**config.mk**
```make
export PLATFORM = sky130hd
export DESIGN_NAME = serial_parallel
export DESIGN_NICKNAME = d
export VERILOG_FILES = /design/src/rtl/phy_pkg.sv /design/src/rtl/com_detector.sv /design/src/rtl/serial_parallel.sv
export SDC_FILE = /design/constraint.sdc
export NUM_CORES = 1
export LEC_CHECK = 0
export CORE_ASPECT_RATIO = 1.75
export CORE_UTILIZATION = 45
export DETAILED_ROUTE_END_ITERATION = 8
export PLACE_DENSITY = 0.77
export SYNTH_ARGS = -nofsm -noshare
export SYNTH_HDL_FRONTEND = slang
export SYNTH_HIERARCHICAL = 1
export SYNTH_SLANG_ARGS = --single-unit
```
**constraint.sdc**
```tcl
create_clock -name clk_32f -period 3.9 [get_ports clk_32f]
set_input_delay 0.585 -clock clk_32f [delete_from_list [all_inputs] [get_ports clk_32f]]
set_output_delay 0.585 -clock clk_32f [all_outputs]
set_load 0.1 [all_outputs]
```
**src/rtl/phy_pkg.sv**
```systemverilog
// Shared lane-level constants and the receive FSM state encoding.
// The serializer imports the same COM constant so both ends agree on the idle/alignment symbol.
package phy_pkg;

  localparam int          SYM_WIDTH         = 8;
  localparam logic [7:0]  COM_SYMBOL        = 8'hBC;
  localparam int          COM_COUNT_DEFAULT = 4;

  typedef enum logic [1:0] {
    SEARCH = 2'd0,
    ALIGN  = 2'd1,
    ACTIVE = 2'd2
  } lane_state_t;

endpackage

```
**src/rtl/com_detector.sv**
```systemverilog
// Serial shift register plus a comparison of the would-be next symbol against COM.
// nxt includes the bit being sampled now, so a match is seen on the edge that takes the symbol's LSB.
module com_detector #(
  parameter int               WIDTH      = 8,
  parameter logic [WIDTH-1:0] COM_SYMBOL = 8'hBC
) (
  input  logic             clk_32f,
  input  logic             reset,
  input  logic             data_in,
  output logic [WIDTH-1:0] nxt,
  output logic             com_match
);

  logic [WIDTH-1:0] sr;

  assign nxt       = {sr[WIDTH-2:0], data_in};
  assign com_match = (nxt == COM_SYMBOL);

  always_ff @(posedge clk_32f or negedge reset) begin
    if (!reset) begin
      sr <= '0;
    end else begin
      sr <= nxt;
    end
  end

endmodule

```
**src/rtl/serial_parallel.sv**
```systemverilog
// Lane deserializer: hunts for COM, confirms alignment over a run of COMs, then emits payload bytes.
// Outputs are registered and change on the edge that samples a symbol's LSB.
module serial_parallel #(
  parameter int               WIDTH      = 8,
  parameter logic [WIDTH-1:0] COM_SYMBOL = 8'hBC,
  parameter int               COM_COUNT  = 4
) (
  input  logic             clk_32f,
  input  logic             reset,
  input  logic             data_in,
  output logic [WIDTH-1:0] data_out,
  output logic             valid_out,
  output logic             byte_strobe,
  output logic             active
);

  import phy_pkg::*;

  localparam int CW    = (WIDTH > 1) ? $clog2(WIDTH) : 1;
  localparam int CNT_W = $clog2(COM_COUNT + 1);

  localparam logic [CW-1:0]    BIT_LAST = CW'(WIDTH - 1);
  localparam logic [CNT_W-1:0] COM_LAST = CNT_W'(COM_COUNT - 1);

  lane_state_t      state;
  logic [CW-1:0]    bit_cnt;
  logic [CNT_W-1:0] com_cnt;
  logic [WIDTH-1:0] nxt;
  logic             com_match;
  logic             at_boundary;

  com_detector #(
    .WIDTH      (WIDTH),
    .COM_SYMBOL (COM_SYMBOL)
  ) u_com_detector (
    .clk_32f   (clk_32f),
    .reset     (reset),
    .data_in   (data_in),
    .nxt       (nxt),
    .com_match (com_match)
  );

  assign at_boundary = (bit_cnt == BIT_LAST);

  // valid_out is a level held for a whole symbol; byte_strobe marks the single
  // cycle on which a consumer should take data_out when valid_out is high.
  always_ff @(posedge clk_32f or negedge reset) begin
    if (!reset) begin
      state       <= SEARCH;
      bit_cnt     <= '0;
      com_cnt     <= '0;
      data_out    <= '0;
      valid_out   <= 1'b0;
      byte_strobe <= 1'b0;
      active      <= 1'b0;
    end else begin
      byte_strobe <= 1'b0;
      bit_cnt     <= at_boundary ? '0 : bit_cnt + 1'b1;

      case (state)
        SEARCH: begin
          // Any bit position may start a symbol here; a match realigns the counter.
          if (com_match) begin
            bit_cnt <= '0;
            com_cnt <= CNT_W'(1);
            if (COM_COUNT == 1) begin
              state  <= ACTIVE;
              active <= 1'b1;
            end else begin
              state <= ALIGN;
            end
          end
        end

        ALIGN: begin
          if (at_boundary) begin
            byte_strobe <= 1'b1;
            if (com_match) begin
              com_cnt <= com_cnt + 1'b1;
              if (com_cnt == COM_LAST) begin
                state  <= ACTIVE;
                active <= 1'b1;
              end
            end else begin
              com_cnt <= '0;
              state   <= SEARCH;
            end
          end
        end

        ACTIVE: begin
          // No loss-of-lock exit; only reset leaves this state.
          if (at_boundary) begin
            byte_strobe <= 1'b1;
            if (com_match) begin
              valid_out <= 1'b0;
            end else begin
              data_out  <= nxt;
              valid_out <= 1'b1;
            end
          end
        end

        default: begin
          state <= SEARCH;
        end
      endcase
    end
  end

endmodule

```
* After elaboration in Yosys (flattened, before gate mapping)
Index checks and enable logic that the tools add are counted.
** Word-level totals
- Output and inout port bits :: 11
- Memories :: 0
- RAM bits :: 0
- Memory bits (read-only) :: 0
- Input port bits :: 3
- Logic and storage cells :: 43
- Flip-flop bits (word level) :: 26
- Bits in latches :: 0
** Cells by class
- Equal/unequal tests :: 8
- Multipliers :: 0
- Bitwise gates (word level) :: 2
- Reduce and logical (&&, ||, !) cells :: 8
- Magnitude comparators :: 0
- Add/subtract/negate cells :: 2
- Shift operators :: 0
- Divide/modulo/power cells :: 0
- Multiplexer cells :: 15
** Operators by type and width (number)
- $mux W3 :: 6
- $eq A8 B8 Y1 const B :: 1
- $mux W2 :: 4
- $reduce_and A4 Y1 :: 2
- $add A3 B1 Y3 const B :: 2
- $pmux W2 S3 :: 1
- $pmux W3 S2 :: 1
- $reduce_and A3 Y1 :: 2
- $ne A2 B2 Y1 const B :: 2
- $eq A3 B2 Y1 const B :: 1
- $eq A3 B3 Y1 const B :: 1
- $mux W1 :: 3
- $ne A3 B3 Y1 const B :: 1
- $eq A2 B1 Y1 const B :: 1
- $eq A2 B2 Y1 const B :: 1
- $logic_not A2 Y1 :: 1
- $not A1 Y1 :: 2
- $reduce_and A2 Y1 :: 1
- $reduce_bool A2 Y1 :: 1
- $reduce_or A2 Y1 :: 1

* Depth between registers and ports, before layout
- Depth after elaboration :: 5
- Gate-level depth with buffers :: 6
- Gate-level depth less buffers :: 5

* Cells and area by module
Netlist, hierarchy kept.
** By module, submodules not included
- serial_parallel :: seq. area each 475.5 um2, instances 1, cells an instance 79, area each 950.9 um2
- com_detector :: seq. area each 175.2 um2, instances 1, cells an instance 11, area each 207.7 um2

* Least setup slack after synthesis
OpenSTA, ideal clock, no wires.
- Kind :: input -> register
- Start point :: input port data_in
- End point :: register data_out[0]
- Path buffers :: 2
- Arrival time :: 1544 ps
- Cell stages on the path :: 5
- Data required time :: 3775 ps
- Setup slack :: 2231 ps
- Setup time :: 125 ps
- Path through :: nor4_2 > buf_2 > or2_1 > buf_6 > mux2_4
** Between the ends
- Cells in the longest elaborated chain, start to end :: 3
** Ends and longest elaborated chain
- start: declaration :: line serial_parallel.sv:10 : input logic data_in,
- $eq A8 B8 Y1 :: line com_detector.sv:17 : assign com_match = (nxt == COM_SYMBOL);
- $not A1 Y1 (no source line)
- $reduce_and A3 Y1 (no source line)
- end signal: assignment :: line serial_parallel.sv:98 : data_out <= nxt;
- end: declaration :: line serial_parallel.sv:11 : output logic [WIDTH-1:0] data_out,
Several ways; a longest one is shown, not always the timed one.
A chain may end at the register's enable or synchronous reset.

* Worst setup path after layout
- Start point :: input port data_in
- End point :: register data_out[1]
** Between the ends
- Cells in the longest elaborated chain, start to end :: 3
** Ends and longest elaborated chain
- $eq A8 B8 Y1 :: line com_detector.sv:17
- named net com_match :: line serial_parallel.sv:29 : logic com_match;
- $not A1 Y1 (no source line)
- $reduce_and A3 Y1 (no source line)
The timed path passes the listed nets, and every way through them passes these cells.

==> run summary <==
Max VDD drop: 379 µV
Fmax: 0.422 GHz
Ranking of synthesized cells by area: dfrtp_1 (56%), mux2_4 (10%), ha_1 (8.6%), nand2_1 (2.6%), a22o_1 (2.3%)
Filler instances: 212
Crit path DAT: 2.53 ns
Cell Count, Final, Fillers Out: 128
Ys async rst share: 1.00
Syn Area/Cell: 12.9 µm²
Largest net degree at the start of global routing: 27
Number of max-cap violations: 0
First-pass GRT wire length: 3560 µm
Sw frac: 0.296
Hold Vio Cnt, Final: 0
Dpl cells: 124
Number of post-CTS setup repair buffers: 0
Vias in the first global route: 795
Met1 Resource Use GR: 0.236
ANT nets after route: 0
Warnings, synthesis: 6
Seq. cell area: 651 µm²
Reg2Reg Depth: 4
Busiest layer in global routing: met2
Synth Cell Area: 1160 µm²
Initial Utilization: 0.471
Final WL: 2030 µm
Via count: 710
WS Path Type: primary input to flop
Internal Power: 0.496 mW
TritonCTS sink count: 26
Post-synth EDFFs: 0
Final min period: 2.37 ns
Total CTS buffers: 3
CTS tree: done
First drt pass iteration count: 4
Port Buf Inserts: 13
Layout cells sized above 1: 0.127
Worst-Skew Late Latency: 0.26 ns
Post-CTS Hold Buffers: 0
Root Buffer Master: clkbuf_8
GR Util met2: 0.286
Flop pwr share: 0.443
Most used DFF post-synth: dfrtp_1
Hold depth: 0
Library cells used by synthesis: 28
Nets@finish: 114
Post-synth top area share: 0.562
Rows: 24
Critical path endpoint category: flop
Area of the multi-input gates: 454 µm²
Synth top cells by count: dfrtp_1 (26), ha_1 (8), mux2_4 (8), nand2_1 (8), inv_1 (6)
Die Span Y: 69.1 µm
Sw Pwr: 0.209 mW
Clk buf depth: 2
Critical path required time: 4.06 ns
Vias/cell: 5.55
CP max FO: 9
Core Region: 2460 µm²
Most common cell in the synthesized netlist: dfrtp_1
Antenna fix cells: 0
DRT iter0 DRCs: 16
Clock-pin slew of the registers on the worst-case setup and hold paths: 0.09 ns
LEAKAGE: 0.650 nW
Status: complete, no violations
RSZ-0062 raised after global routing: false
Die ar.: 2790 µm²
Worst Hold Class: flop to flop
Total gr overflow: 0
Clock Power Share: 0.309
HPWL after detailed placement: 1410 µm
Cell Pwr Density: 518 nW/µm²
Antenna violations before repair: 0
Largest area contributor in the netlist: dfrtp_1
# DRC: 0
Flop and latch count out of synthesis: 26
Total number of H-tree levels: 1
Final setup TNS: 0 ns
Final setup viols: 0
Clock Skew: 0.00179 ns
Worst-Margin Slew: 1.11 ns
Total track usage: 0.183
Num ports: 14
Normalized max-slew margin: 0.257
GRT met3 Usage: 0.0289
Gate Count Post-Synth: 90
Combinational power share: 0.248
CTS resizes: 0
Register area share after synthesis: 0.562
Final-report max-slew violation count: 0
Die Wd: 40.4 µm
Worst setup SP type: primary input
Area grow syn2layout: 17.5%
Syn nets: 101
Placer Congestion: 0.819
Final Cycle Share: 0.608
Average wire per standard cell: 15.9 µm
## worst max-delay path, stage by stage
cell             delay, ns
clkdlybuf4s50_1       0.45
nor4_2                0.62
or2_1                 0.52
mux2_4                0.34
## cell usage in the layout, fill, tap and decap left out, types with 2 or more instances in the layout
cell type | Yosys | routed
nand3_1 | 4 | 4
dfrtp_1 | 26 | 26
o22ai_1 | 2 | 2
clkbuf_8 | 0 | 3
mux2_4 | 8 | 8
nand2b_1 | 3 | 3
and2_1 | 2 | 2
clkdlybuf4s50_1 | 0 | 13
a22o_1 | 3 | 3
nand2_1 | 8 | 8
ha_1 | 8 | 8
a21o_1 | 2 | 2
inv_1 | 6 | 6
## per-layer routing
layer | part of all wire | routed length, µm
met1 | 0.43 | 869
met2 | 0.52 | 1050
met3 | 0.031 | 63
met4 | 0.023 | 46
met5 | 0 | 0
## power by group through the flow
stage	Combinational, mW	Sequential [mW]	Clock [mW]
floorplan	0.105	0.339	0
global placement	0.157	0.317	0
detailed placement	0.168	0.319	0
CTS	0.172	0.314	0.223
global route	0.191	0.317	0.234
finish	0.175	0.313	0.218
## cell families (layout without fill, tap and decap cells)
kind of cell	Yosys count	after routing	synth area share
flip-flops	26	26	0.562
AND/OR/NAND/NOR	22	22	0.106
AO/OA/AOI/OAI	15	15	0.0961
buffers and inverters	11	23	0.0464
adder cells (fa/ha/maj)	8	8	0.0864
multiplexers	8	8	0.104
## registers in the layout (all words and copies together), names as in the netlist
register,count
bit_cnt,3
state,2
byte_strobe,1
com_cnt,3
valid_out,1
active,1
data_out,8
u_com_detector/sr,7
## area by class of cell
type / instances / area share
Tap cell: 26 / 0.0239
Clock buffer: 3 / 0.0303
Sequential cell: 26 / 0.478
Clock inverter: 1 / 0.0221
Inverter: 6 / 0.0165
Timing Repair Buffer: 13 / 0.0956
Multi-Input combinational cell: 53 / 0.334
## metrics by stage
step / total power [mW] / instance area [µm²] / hold slack [ns] / util / setup WS [ns]
3_5_place_dp: 0.487 / 1290 / 0.385 / 0.524 / 1.23
3_3_place_gp: 0.474 / 1290 / 0.379 / 0.524 / 1.32
2_1_floorplan: 0.444 / 1160 / 0.289 / - / 2.23
4_1_cts: 0.709 / 1360 / 0.410 / 0.553 / 1.52
5_1_grt: 0.742 / 1360 / 0.423 / 0.553 / 1.42
6_report: 0.705 / 1360 / 0.407 / 0.553 / 1.53
## worst paths after layout
kind	to	from	slack (ns)
setup reg to reg	data_out[1]	u_com_detector/sr[5]	1.83
hold reg to reg	u_com_detector/sr[6]	u_com_detector/sr[5]	0.41
max in group asynchronous	com_cnt[1]	reset	2.32
hold / removal	u_com_detector/sr[6]	u_com_detector/sr[5]	0.41
min in group asynchronous	data_out[7]	reset	0.91
setup / recovery	data_out[1]	data_in	1.53
No activity file was read; power rests on OpenSTA's default activity.
